==> config.mk <==
export PLATFORM = sky130hd
export DESIGN_NAME = imem_loader
export DESIGN_NICKNAME = d
export VERILOG_FILES = /design/src/rtl/imem_loader_pkg.sv /design/src/rtl/imem_loader_ctrl.sv /design/src/rtl/imem_loader.sv
export SDC_FILE = /design/constraint.sdc
export NUM_CORES = 1
export LEC_CHECK = 0
export ABC_AREA = 1
export BUFFER_PORTS_ARGS = -buffer_cell sky130_fd_sc_hd__buf_4
export CAP_MARGIN = 25
export CORE_MARGIN = 2
export CORE_UTILIZATION = 25
export CTS_CLUSTER_SIZE = 24
export DETAILED_ROUTE_END_ITERATION = 8
export PLACE_DENSITY = 0.41
export SETUP_SLACK_MARGIN = 0.2
export SLEW_MARGIN = 20
export SYNTH_ARGS = -nofsm -noshare
export SYNTH_HDL_FRONTEND = slang
export SYNTH_SLANG_ARGS = --single-unit
==> constraint.sdc <==
create_clock -name clk -period 2.4 [get_ports clk]
set_clock_uncertainty 0.05 [all_clocks]
set_input_delay 0.48 -clock clk [delete_from_list [all_inputs] [get_ports clk]]
set_output_delay 0.48 -clock clk [all_outputs]
set_load 0.05 [all_outputs]
==> src/rtl/imem_loader_pkg.sv <==
// Shared definitions for the instruction-memory loader and the pipeline processor
// that owns the instruction memory.
package imem_loader_pkg;

   typedef enum logic [1:0] {
      ST_IDLE = 2'd0,
      ST_LOAD = 2'd1,
      ST_DONE = 2'd2
   } ld_state_e;

   localparam int unsigned IM_DW    = 16;
   localparam int unsigned IM_AW    = 16;
   localparam int unsigned IM_DEPTH = 1 << IM_AW;

   // Word-count check used by both the loader and any host-side sequencer.
   function automatic logic is_empty_load(input logic [IM_AW-1:0] count);
      return (count == '0);
   endfunction

endpackage

==> src/rtl/imem_loader_ctrl.sv <==
// Loader control: IDLE/LOAD/DONE sequencing, handshake, processor hold and done pulse.
module imem_loader_ctrl
   import imem_loader_pkg::*;
(
   input  logic clk_i,
   input  logic rst_i,
   input  logic start_i,
   input  logic count_zero_i,
   input  logic last_word_i,
   input  logic in_valid_i,
   output logic in_ready_o,
   output logic xfer_o,
   output logic accept_o,
   output logic busy_o,
   output logic done_o,
   output logic cpu_hold_o
);

   ld_state_e state_q;
   logic      ready_q;
   logic      busy_q;
   logic      done_q;
   logic      hold_q;
   logic      loaded_q;

   // Handshake is masked during reset so the source never sees a word taken
   // that the memory did not receive.
   assign in_ready_o = ready_q & ~rst_i;
   assign xfer_o     = in_ready_o & in_valid_i;
   assign accept_o   = (state_q == ST_IDLE) & start_i & ~rst_i;

   assign busy_o     = busy_q;
   assign done_o     = done_q;
   assign cpu_hold_o = hold_q;

   always_ff @(posedge clk_i) begin
      if (rst_i) begin
         state_q  <= ST_IDLE;
         ready_q  <= 1'b0;
         busy_q   <= 1'b0;
         done_q   <= 1'b0;
         hold_q   <= 1'b1;
         loaded_q <= 1'b0;
      end else begin
         case (state_q)
            ST_IDLE: begin
               if (start_i) begin
                  busy_q <= 1'b1;
                  hold_q <= 1'b1;
                  if (count_zero_i) begin
                     state_q <= ST_DONE;
                     done_q  <= 1'b1;
                  end else begin
                     state_q <= ST_LOAD;
                     ready_q <= 1'b1;
                  end
               end else begin
                  hold_q <= ~loaded_q;
               end
            end
            ST_LOAD: begin
               if (xfer_o && last_word_i) begin
                  state_q <= ST_DONE;
                  ready_q <= 1'b0;
                  done_q  <= 1'b1;
               end
            end
            ST_DONE: begin
               state_q  <= ST_IDLE;
               done_q   <= 1'b0;
               busy_q   <= 1'b0;
               hold_q   <= 1'b0;
               loaded_q <= 1'b1;
            end
            default: begin
               state_q <= ST_IDLE;
               ready_q <= 1'b0;
               busy_q  <= 1'b0;
               done_q  <= 1'b0;
               hold_q  <= 1'b1;
            end
         endcase
      end
   end

endmodule

==> src/rtl/imem_loader.sv <==
// Streams program words into the processor instruction memory while holding the CPU,
// tracking write address, words remaining and a running checksum.
module imem_loader
   import imem_loader_pkg::*;
#(
   parameter int DW = IM_DW,
   parameter int AW = IM_AW
) (
   input  logic          clk,
   input  logic          rst,
   input  logic          start,
   input  logic [AW-1:0] base_addr,
   input  logic [AW-1:0] word_count,
   input  logic          in_valid,
   input  logic [DW-1:0] in_data,
   output logic          in_ready,
   output logic          im_we,
   output logic [AW-1:0] im_addr,
   output logic [DW-1:0] im_wdata,
   output logic          cpu_hold,
   output logic          busy,
   output logic          done,
   output logic [DW-1:0] checksum
);

   logic          accept;
   logic          xfer;
   logic          count_zero;
   logic          last_word;

   logic [AW-1:0] addr_q, addr_d;
   logic [AW-1:0] rem_q,  rem_d;
   logic [DW-1:0] csum_q, csum_d;

   assign count_zero = (word_count == '0);
   assign last_word  = (rem_q == AW'(1));

   imem_loader_ctrl u_ctrl (
      .clk_i        (clk),
      .rst_i        (rst),
      .start_i      (start),
      .count_zero_i (count_zero),
      .last_word_i  (last_word),
      .in_valid_i   (in_valid),
      .in_ready_o   (in_ready),
      .xfer_o       (xfer),
      .accept_o     (accept),
      .busy_o       (busy),
      .done_o       (done),
      .cpu_hold_o   (cpu_hold)
   );

   // Write port goes straight to the instruction memory: zero-latency strobe.
   assign im_we    = xfer;
   assign im_addr  = addr_q;
   assign im_wdata = in_data;
   assign checksum = csum_q;

   always_comb begin
      addr_d = addr_q;
      rem_d  = rem_q;
      csum_d = csum_q;
      if (accept) begin
         addr_d = base_addr;
         rem_d  = word_count;
         csum_d = '0;
      end else if (xfer) begin
         addr_d = addr_q + AW'(1);
         rem_d  = rem_q - AW'(1);
         csum_d = csum_q + in_data;
      end
   end

   always_ff @(posedge clk) begin
      if (rst) begin
         addr_q <= '0;
         rem_q  <= '0;
         csum_q <= '0;
      end else begin
         addr_q <= addr_d;
         rem_q  <= rem_d;
         csum_q <= csum_d;
      end
   end

endmodule

==> results of run 1 <==
[synth_stat cells, drive strengths merged, types with 2 or more instances]
cell type	instances
o211ai	6
o21ai	27
a31oi	8
nand4	5
inv	104
nor2	74
buf	26
or2	2
dfxtp	55
a22oi	4
xnor2	3
a21oi	34
o21a	7
nor3	5
nand2	207
nand3	45
clkbuf	6
o22ai	5
xor2	10
ha	18
o21bai	5
[worst max-delay path by stage]
| stage | slack (ns) | endpoint | cells after the start |
|---|---|---|---|
| 3_3_place_gp | 0.29 | checksum[10] | 13 |
| 3_5_place_dp | 0.26 | checksum[10] | 13 |
| 5_1_grt | 0.33 | im_addr[12] | 8 |
| 4_1_cts | 0.55 | checksum[10] | 12 |
| 6_report | 0.56 | checksum[10] | 12 |
| 2_1_floorplan | 0.44 | checksum[10] | 10 |
[routing by layer]
metal,vias to the layer above,track usage [%],share of wire (%)
li1,2244,-,-
met1,1905,21.3,49
met2,101,23.7,44
met3,9,3.01,5.9
met4,0,3.94,1.2
met5,-,0,0
[state kept, by name, indices dropped and copies added, names as in the netlist]
| name | cells |
|---|---|
| u_ctrl.loaded_q | 1 |
| u_ctrl.busy_o | 1 |
| u_ctrl.cpu_hold_o | 1 |
| rem_q | 16 |
| u_ctrl.done_o | 1 |
| im_addr | 16 |
| u_ctrl.state_q | 2 |
| checksum | 16 |
| u_ctrl.ready_q | 1 |
[tightest hold or removal path, cell delays in order]
cell and delay, ns:
buf_4 0.08, nand2_1 0.04, o21ai_1 0.05
[through the flow]
stage / cells / hold slack [ns] / instance area (sq um)
floorplan: 660 / 0.380 / 4010
global route: 965 / 0.315 / 5060
finish: 965 / 0.325 / 5060
CTS: 965 / 0.308 / 5060
global placement: 957 / 0.391 / 4920
detailed placement: 957 / 0.394 / 4920
[final cells by class]
cell class	instances	area [sq um]	share of cell area [%]
clock buffer	5	125	2.47
clock inverter	3	20.0	0.395
inverter	104	390	7.71
multi-input combinational	469	2310	45.6
sequential	55	1100	21.7
tap	216	270	5.34
timing repair buffer	113	848	16.8
[report_power, final]
part / total [uW] / switching (uW) / internal, uW / leakage [uW]
registers: 1170 / 128 / 1040 / 0.000448
clock network: 773 / 386 / 387 / 0.0000658
logic: 1700 / 1130 / 568 / 0.00208
total: 3650 / 1650 / 2000 / 0.00260
[kinds of logic (layout without fill, tap and decap cells)]
| family | after synthesis | count (layout) | share of synthesized area, % |
|---|---|---|---|
| flip-flops | 55 | 55 | 27.5 |
| adder cells (fa/ha/maj) | 19 | 19 | 6.12 |
| AND/OR/NAND/NOR | 340 | 340 | 34.6 |
| AO/OA/AOI/OAI | 97 | 97 | 14.0 |
| XOR/XNOR | 13 | 13 | 2.84 |
| buffers and inverters | 136 | 225 | 14.9 |
==> flow_summary.json, run 1 <==
{
  "status": "finished, final reports clean",
  "hold_viol_final": 0,
  "syn_area_per_cell_sq_um": 6.07,
  "timing.slew.headroom_pct": 63.4,
  "whs_path_depth": 3,
  "syn_inst": 660,
  "row_count": 46,
  "hold_class": "primary input to flop",
  "grt_overflow": 0,
  "clock-sinks": 55,
  "cts_hold_buf": 0,
  "io_pins": 105,
  "grt_pass1_wl_mm": 20.6,
  "wirelength_mm": 12.4,
  "synthArstFlopShare_pct": 0,
  "path_buf_inv": 1,
  "slew_viol_final": 0,
  "post-route-period-util_pct": 76.5,
  "dp_hpwl_mm": 9.42,
  "yosysTopAreaCellShare_pct": 27.5,
  "ys_top_cells_by_area": "dfxtp_1 (27%), nand2_1 (19%), inv_1 (9.4%)",
  "vias": 4259,
  "synth-edff-count": 0,
  "crit_chain": "ha_1, fa_1, nand2_1, nand2_1, nand3_1, nand2_1, nand2_1, nand2_1, nand2_1, nand3_1, nand2_1, inv_1",
  "fmax_mhz": 545,
  "start_util_pct": 25.4,
  "cts_made_buffers": 5,
  "drv_cap": 0,
  "wl_per_cell_microns": 12.8,
  "grt_antenna_before_repair": 0,
  "crit_path_start_kind": "flop",
  "ys_ff_latch": 55,
  "setup_violations": 0,
  "place.gp.congestion": 0.831,
  "final_util_pct": 32.1,
  "grt_max_degree": 27,
  "htreeDepth": 2,
  "timing.rr.end": "checksum[10]",
  "core-area_sq_um": 15800,
  "netlist_area_sq_um": 4010,
  "peakVddDrop_uv": 365,
  "ctsResizeCount": 0,
  "ant_nets": 0,
  "critical_path.max_fanout": 4,
  "slowest_stage": "fa_1",
  "port_buffers": 104,
  "startpoint": "checksum[0]",
  "reg2reg_depth": 12,
  "synth_nets": 731,
  "cts_tree": "built",
  "rsz0062_at_grt": "no",
  "die_area_sq_um": 17100,
  "drc_errors": 0,
  "cp_common_cell": "nand2_1",
  "post_cts_buffers": 0,
  "worstHoldStart": "base_addr[15]",
  "finalPower_uw": 3650,
  "die_h_microns": 131,
  "grt_pass1_vias": 4163,
  "area_delta_synth_final_pct": 26.4,
  "yosysWarnings": 0,
  "p_leak_uw": 0.00260,
  "arrival_ns": 2.00,
  "grt_use_total_pct": 15.2,
  "rrSetupSlack_ns": 0.56,
  "worst-slew-pin-transition_ns": 0.548,
  "antennaDiodeCount": 0,
  "preCtsSetupSlack_ns": 0.263,
  "num-fill-cells": 1797,
  "ys_seq_area_share_pct": 27.5,
  "tns_ns": 0,
  "drt_iter0_drc": 222,
  "yosysUniqueCellTypes": 33,
  "cts_max_path_buffers": 2,
  "power.density_nw_per_um2": 720,
  "vias_per_cell": 4.41,
  "ys.flop_type": "dfxtp_1",
  "worst_ep_required_time_ns": 2.56,
  "fp.dieW_microns": 131,
  "final_cell_mix": "nand2_1 (204), buf_4 (113), inv_1 (100)",
  "layout_commonest_cell": "nand2_1",
  "final_nets": 819,
  "drive_gt1_share_pct": 17.9,
  "cts.reportedPaths.clkPinSlew_ns": 0.08,
  "worstReg2RegStart": "checksum[0]",
  "cp-end-kind": "flop",
  "clock_latency_ns": 0.31,
  "finalWorstSetupSlack_ns": 0.565,
  "min_to": "im_addr[15]",
  "first_pass_iters": 4,
  "cp_slowest_stage_delay_ns": 0.38,
  "ctsRootBufferMaster": "clkbuf_16",
  "yosysTopAreaCell": "dfxtp_1",
  "timing.final.crit_period_ns": 1.84,
  "crit_type": "flop to flop",
  "path_delay_family": "simple AND/OR/NAND/NOR gates"
}
No activity file was read; power rests on OpenSTA's default activity.
==> run 2: changes to the inputs <==
Settings changed: ABC_AREA 1 to 0, PLACE_DENSITY 0.41 to 0.42.
Clock period 2.4 ns to 1.8 ns, I/O delays scaled along.
==> flow_summary.json, run 2 <==
{
  "status": "finished with violations",
  "violations": "negative setup slack",
  "crit_type": "flop to flop",
  "synth.most_common_cell": "dfxtp_1",
  "vias_per_cell": 4.80,
  "ys_top_cells_by_area": "dfxtp_1 (32%), a211oi_1 (6.6%), ha_1 (6.6%)",
  "grt_pass1_wl_mm": 17.3,
  "area_delta_synth_final_pct": 59.1,
  "yosysTopAreaCellShare_pct": 32.0,
  "crit_chain": "ha_4, fa_2, a211oi_4, o21ai_2, a21oi_2, o21ai_2, and3_1, or3_1",
  "ys_ff_latch": 55,
  "place_area_sq_um": 4770,
  "row_count": 42,
  "dp_hpwl_mm": 7.85,
  "cts_max_path_buffers": 2,
  "synth_common_cells": "dfxtp_1 (55), nor2_1 (47), nand2_1 (31)",
  "place.gp.congestion": 0.796,
  "hold_viol_final": 0,
  "core-area_sq_um": 13300,
  "port_buffers": 104,
  "final_cell_mix": "buf_4 (166), nor2_1 (45), dfxtp_1 (28)",
  "start_util_pct": 25.8,
  "cp-end-kind": "flop",
  "grt_pass1_vias": 3402,
  "clock-sinks": 55,
  "finalWorstSetupSlack_ns": -0.310,
  "final_area_sq_um": 5470,
  "post-route-period-util_pct": 117,
  "netlist_area_sq_um": 3440,
  "setup_violations": 21,
  "syn_area_per_cell_sq_um": 8.31,
  "yosysWarnings": 0,
  "htreeDepth": 2,
  "fp.dieW_microns": 121,
  "timing.slew.headroom_pct": 74.0,
  "ys.flop_type": "dfxtp_1",
  "fmax_mhz": 474,
  "rsz0062_at_grt": "yes",
  "cp_common_cell": "o21ai_2",
  "peakVddDrop_uv": 347,
  "first_pass_iters": 4,
  "die_area_sq_um": 14700,
  "synthArstFlopShare_pct": 0,
  "grt_max_degree": 64,
  "die_h_microns": 121,
  "timing.final.crit_period_ns": 2.11,
  "place_inst": 711,
  "path_delay_family": "compound AO/OA/AOI/OAI gates",
  "ys_seq_area_share_pct": 32.0,
  "worst-slew-pin-transition_ns": 0.387,
  "stdcell_count": 742,
  "yosysTopAreaCell": "dfxtp_1",
  "io_pins": 105,
  "drc_errors": 0,
  "grt_overflow": 0,
  "arrival_ns": 2.25,
  "p_leak_uw": 0.00227,
  "drt_iter0_drc": 130,
  "ant_nets": 0,
  "preCtsSetupSlack_ns": -0.612,
  "clock_latency_ns": 0.31,
  "synth_nets": 485,
  "antennaDiodeCount": 0,
  "syn_inst": 414,
  "final_nets": 636,
  "grt_antenna_before_repair": 0,
  "grt_use_total_pct": 14.8,
  "cts.reportedPaths.clkPinSlew_ns": 0.08,
  "cts_tree": "built",
  "crit_path_start_kind": "flop",
  "finalPower_uw": 3410,
  "wirelength_mm": 10.9,
  "drv_cap": 0,
  "slowest_stage": "fa_2",
  "layout_commonest_cell": "buf_4",
  "hold_class": "primary input to flop",
  "cts_made_buffers": 5,
  "path_buf_inv": 0,
  "synth-edff-count": 0,
  "yosysUniqueCellTypes": 59,
  "wl_per_cell_microns": 14.7,
  "drive_gt1_share_pct": 51.2,
  "worst_ep_required_time_ns": 1.94,
  "power.density_nw_per_um2": 624,
  "vias": 3558,
  "cp_slowest_stage_delay_ns": 0.39,
  "ctsRootBufferMaster": "clkbuf_16",
  "slew_viol_final": 0,
  "critical_path.max_fanout": 2
}
## run 2: final timing paths
kind,start,endpoint,slack [ns],cells past startpoint
max,checksum[0],checksum[12],-0.31,8
min,word_count[1],rem_q[1],0.27,3
max reg2reg,checksum[0],checksum[12],-0.31,8
min reg2reg,u_ctrl.done_o,u_ctrl.done_o,0.42,2
## run 2: logic make-up after synthesis
family / count (synthesis) / synth area share, %
and+or+nand+nor: 154 / 23.2
AOI/OAI and AO/OA: 101 / 20.0
DFF: 55 / 32.0
buffers and inverters: 49 / 8.44
xor gates and xnor gates: 35 / 8.92
adders and majority gates: 19 / 7.13
muxes: 1 / 0.291
## run 2: metrics by stage
| step | setup TNS, ns | hold slack, ns | utilization [%] |
|---|---|---|---|
| finish | -2.65 | 0.270 | 41.0 |
| global route | -4.62 | 0.282 | 41.0 |
| CTS | -2.54 | 0.264 | 39.9 |
| detailed placement | -7.26 | 0.410 | 35.7 |
| global placement | -6.51 | 0.395 | 35.7 |
| floorplan | -1.49 | 0.381 | - |
## run 2: worst reg2reg max path, stage by stage (launching register included)
cell	delay, ns
dfxtp_4	0.35
ha_4	0.16
fa_2	0.39
a211oi_4	0.27
o21ai_2	0.10
a21oi_2	0.17
o21ai_2	0.08
and3_1	0.14
or3_1	0.29
## run 2: layer usage
metal	wire length (microns)	GRT usage (%)
met5	0	0
met2	5130	23.7
met1	5050	19.7
met4	129	4.02
met3	571	3.85
## run 2: report_power, final
part | leakage, uW | switching, uW | internal (uW)
clock network | 0.0000740 | 490 | 518
registers | 0.000466 | 83.9 | 1290
logic | 0.00173 | 582 | 447
total | 0.00227 | 1160 | 2260
## run 2: final cells by class
cell class / instances / area (sq um)
Sequential cell: 55 / 1160
Multi-Input combinational cell: 310 / 2440
Clock buffer: 5 / 125
Fill cell: 1383 / 7880
Inverter: 11 / 51.3
Tap cell: 176 / 220
Clock inverter: 3 / 18.8
Timing Repair Buffer: 182 / 1450
## run 2: what timing repair did
action / 4_1_cts / 5_1_grt
pin swaps: 35 / 37
resized for setup: 59 / 24
setup buffers: 17 / 6
hold buffers: 0 / 0
setup endpoints to repair: 43 / 42
==> run 3: changes to the inputs <==
--- a/constraint.sdc
+++ b/constraint.sdc
@@ -4,2 +4,2 @@
 set_output_delay 0.36 -clock clk [all_outputs]
-set_load 0.05 [all_outputs]
+set_load 0.1 [all_outputs]
==> flow_summary.json, run 3 (synthesis results as in run 2) <==
{
  "cts_made_buffers": 5,
  "hold_viol_final": 0,
  "timing.final.crit_period_ns": 2.12,
  "start_util_pct": 25.8,
  "slew_viol_final": 0,
  "seqPwrFrac_pct": 36.8,
  "violations": "negative setup slack",
  "hold-worst-slack_ns": 0.260,
  "antennaDiodeCount": 0,
  "grt_pass1_wl_mm": 16.8,
  "crit_path_start_kind": "flop",
  "htreeDepth": 2,
  "clock-sinks": 55,
  "finalPower_uw": 3710,
  "final_util_pct": 42.8,
  "fp.dieW_microns": 121,
  "post-route-period-util_pct": 118,
  "stdcell_count": 761,
  "grt_antenna_before_repair": 0,
  "setup_violations": 21,
  "p_sw_share_pct": 38.3,
  "hold_class": "primary input to flop",
  "first_pass_iters": 4,
  "finalWorstSetupSlack_ns": -0.318,
  "ff_latch_area_sq_um": 1190,
  "power_switching_uw": 1420,
  "vias_per_cell": 4.70,
  "drv_cap": 0,
  "ctsRootBufferMaster": "clkbuf_16",
  "layout_commonest_cell": "buf_4",
  "ant_nets": 0,
  "place_inst": 720,
  "combPwrFrac_pct": 35.3,
  "drc_errors": 0,
  "place.gp.congestion": 0.751,
  "die_area_sq_um": 14700,
  "drt_iter0_drc": 150,
  "cts_hold_buf": 0,
  "wl_per_cell_microns": 14.5,
  "final_cell_mix": "buf_4 (177), nor2_1 (45), nand2_1 (27)",
  "grt_overflow": 0,
  "drive_gt1_share_pct": 53.8,
  "status": "finished with violations",
  "clkPwrFrac_pct": 27.9,
  "intPower_uw": 2290,
  "cts.reportedPaths.clkPinSlew_ns": 0.08,
  "grt_pass1_vias": 3394,
  "die_h_microns": 121,
  "wirelength_mm": 11.0,
  "num-fill-cells": 1358,
  "cts_tree": "built",
  "cts_max_path_buffers": 2,
  "critical_path.max_fanout": 2,
  "grt_use_total_pct": 14.8,
  "vias": 3576,
  "power.density_nw_per_um2": 650,
  "timing.slew.headroom_pct": 72.8,
  "fmax_mhz": 472,
  "multi_input_area_sq_um": 2470,
  "peakVddDrop_uv": 347,
  "clock_latency_ns": 0.32,
  "worst-slew-pin-transition_ns": 0.408,
  "port_buffers": 104,
  "worst_ep_required_time_ns": 1.95,
  "core-area_sq_um": 13300,
  "cp-end-kind": "flop",
  "crit_type": "flop to flop",
  "rsz0062_at_grt": "yes",
  "area_delta_synth_final_pct": 66.1,
  "row_count": 42,
  "dp_hpwl_mm": 7.91,
  "arrival_ns": 2.26,
  "io_pins": 105,
  "final_nets": 655,
  "grt_max_degree": 64,
  "p_leak_uw": 0.00239
}
==> run 3: cell types whose count changed in the layout (fill, tap and decap cells not counted), sizes merged <==
cell,change
buf,+19
clkbuf,+1
inv,-1
==> run 3: critical path, stage by stage (launching register included) <==
cell      delay [ns]
dfxtp_4         0.36
ha_4            0.16
fa_2            0.37
a211oi_4        0.25
o21ai_2         0.10
a21oi_2         0.16
o21ai_1         0.11
and3_1          0.15
or3_1           0.30
==> run 3: per-layer routing <==
layer	track usage, %	share of wire, %	vias up
li1	-	-	1818
met1	19.1	47	1697
met2	23.9	47	55
met3	4.42	4.2	6
met4	4.09	1.2	0
met5	0	0	-
==> run 3: worst paths after layout <==
kind              startpoint              end  slack [ns]  depth (start not counted)
min reg2reg  u_ctrl.loaded_q  u_ctrl.loaded_q        0.42                          2
max reg2reg      checksum[0]     checksum[12]       -0.32                          8
max              checksum[0]     checksum[12]       -0.32                          8
min            word_count[1]         rem_q[1]        0.26                          3
==> run 3: what timing repair did <==
action | CTS | global route
buffers inserted | 25 | 8
gates resized for setup | 64 | 30
pin swaps | 46 | 34
setup endpoints to repair | 44 | 45
==> run 3: per-stage QoR <==
step	setup WS, ns	area (sq um)	setup TNS [ns]
6_report	-0.318	5710	-2.63
5_1_grt	-0.384	5710	-4.56
4_1_cts	-0.344	5510	-2.48
3_5_place_dp	-0.581	4890	-7.49
3_3_place_gp	-0.544	4890	-6.73
2_1_floorplan	-0.436	3650	-2.70
==> run 3: final cells by class <==
| class | count | area share, % |
|---|---|---|
| multi-input combinational | 310 | 43.3 |
| inverter | 11 | 0.898 |
| tap | 176 | 3.86 |
| timing repair buffer | 201 | 28.6 |
| clock inverter | 2 | 0.307 |
| clock buffer | 6 | 2.26 |
| sequential | 55 | 20.8 |
==> run 3: power groups by stage <==
stage,registers [uW],logic (uW),clock network (uW)
2_1_floorplan,1670,522,0
3_3_place_gp,1390,1150,0
3_5_place_dp,1390,1160,0
4_1_cts,1360,1250,1090
5_1_grt,1380,1390,1140
6_report,1370,1310,1040
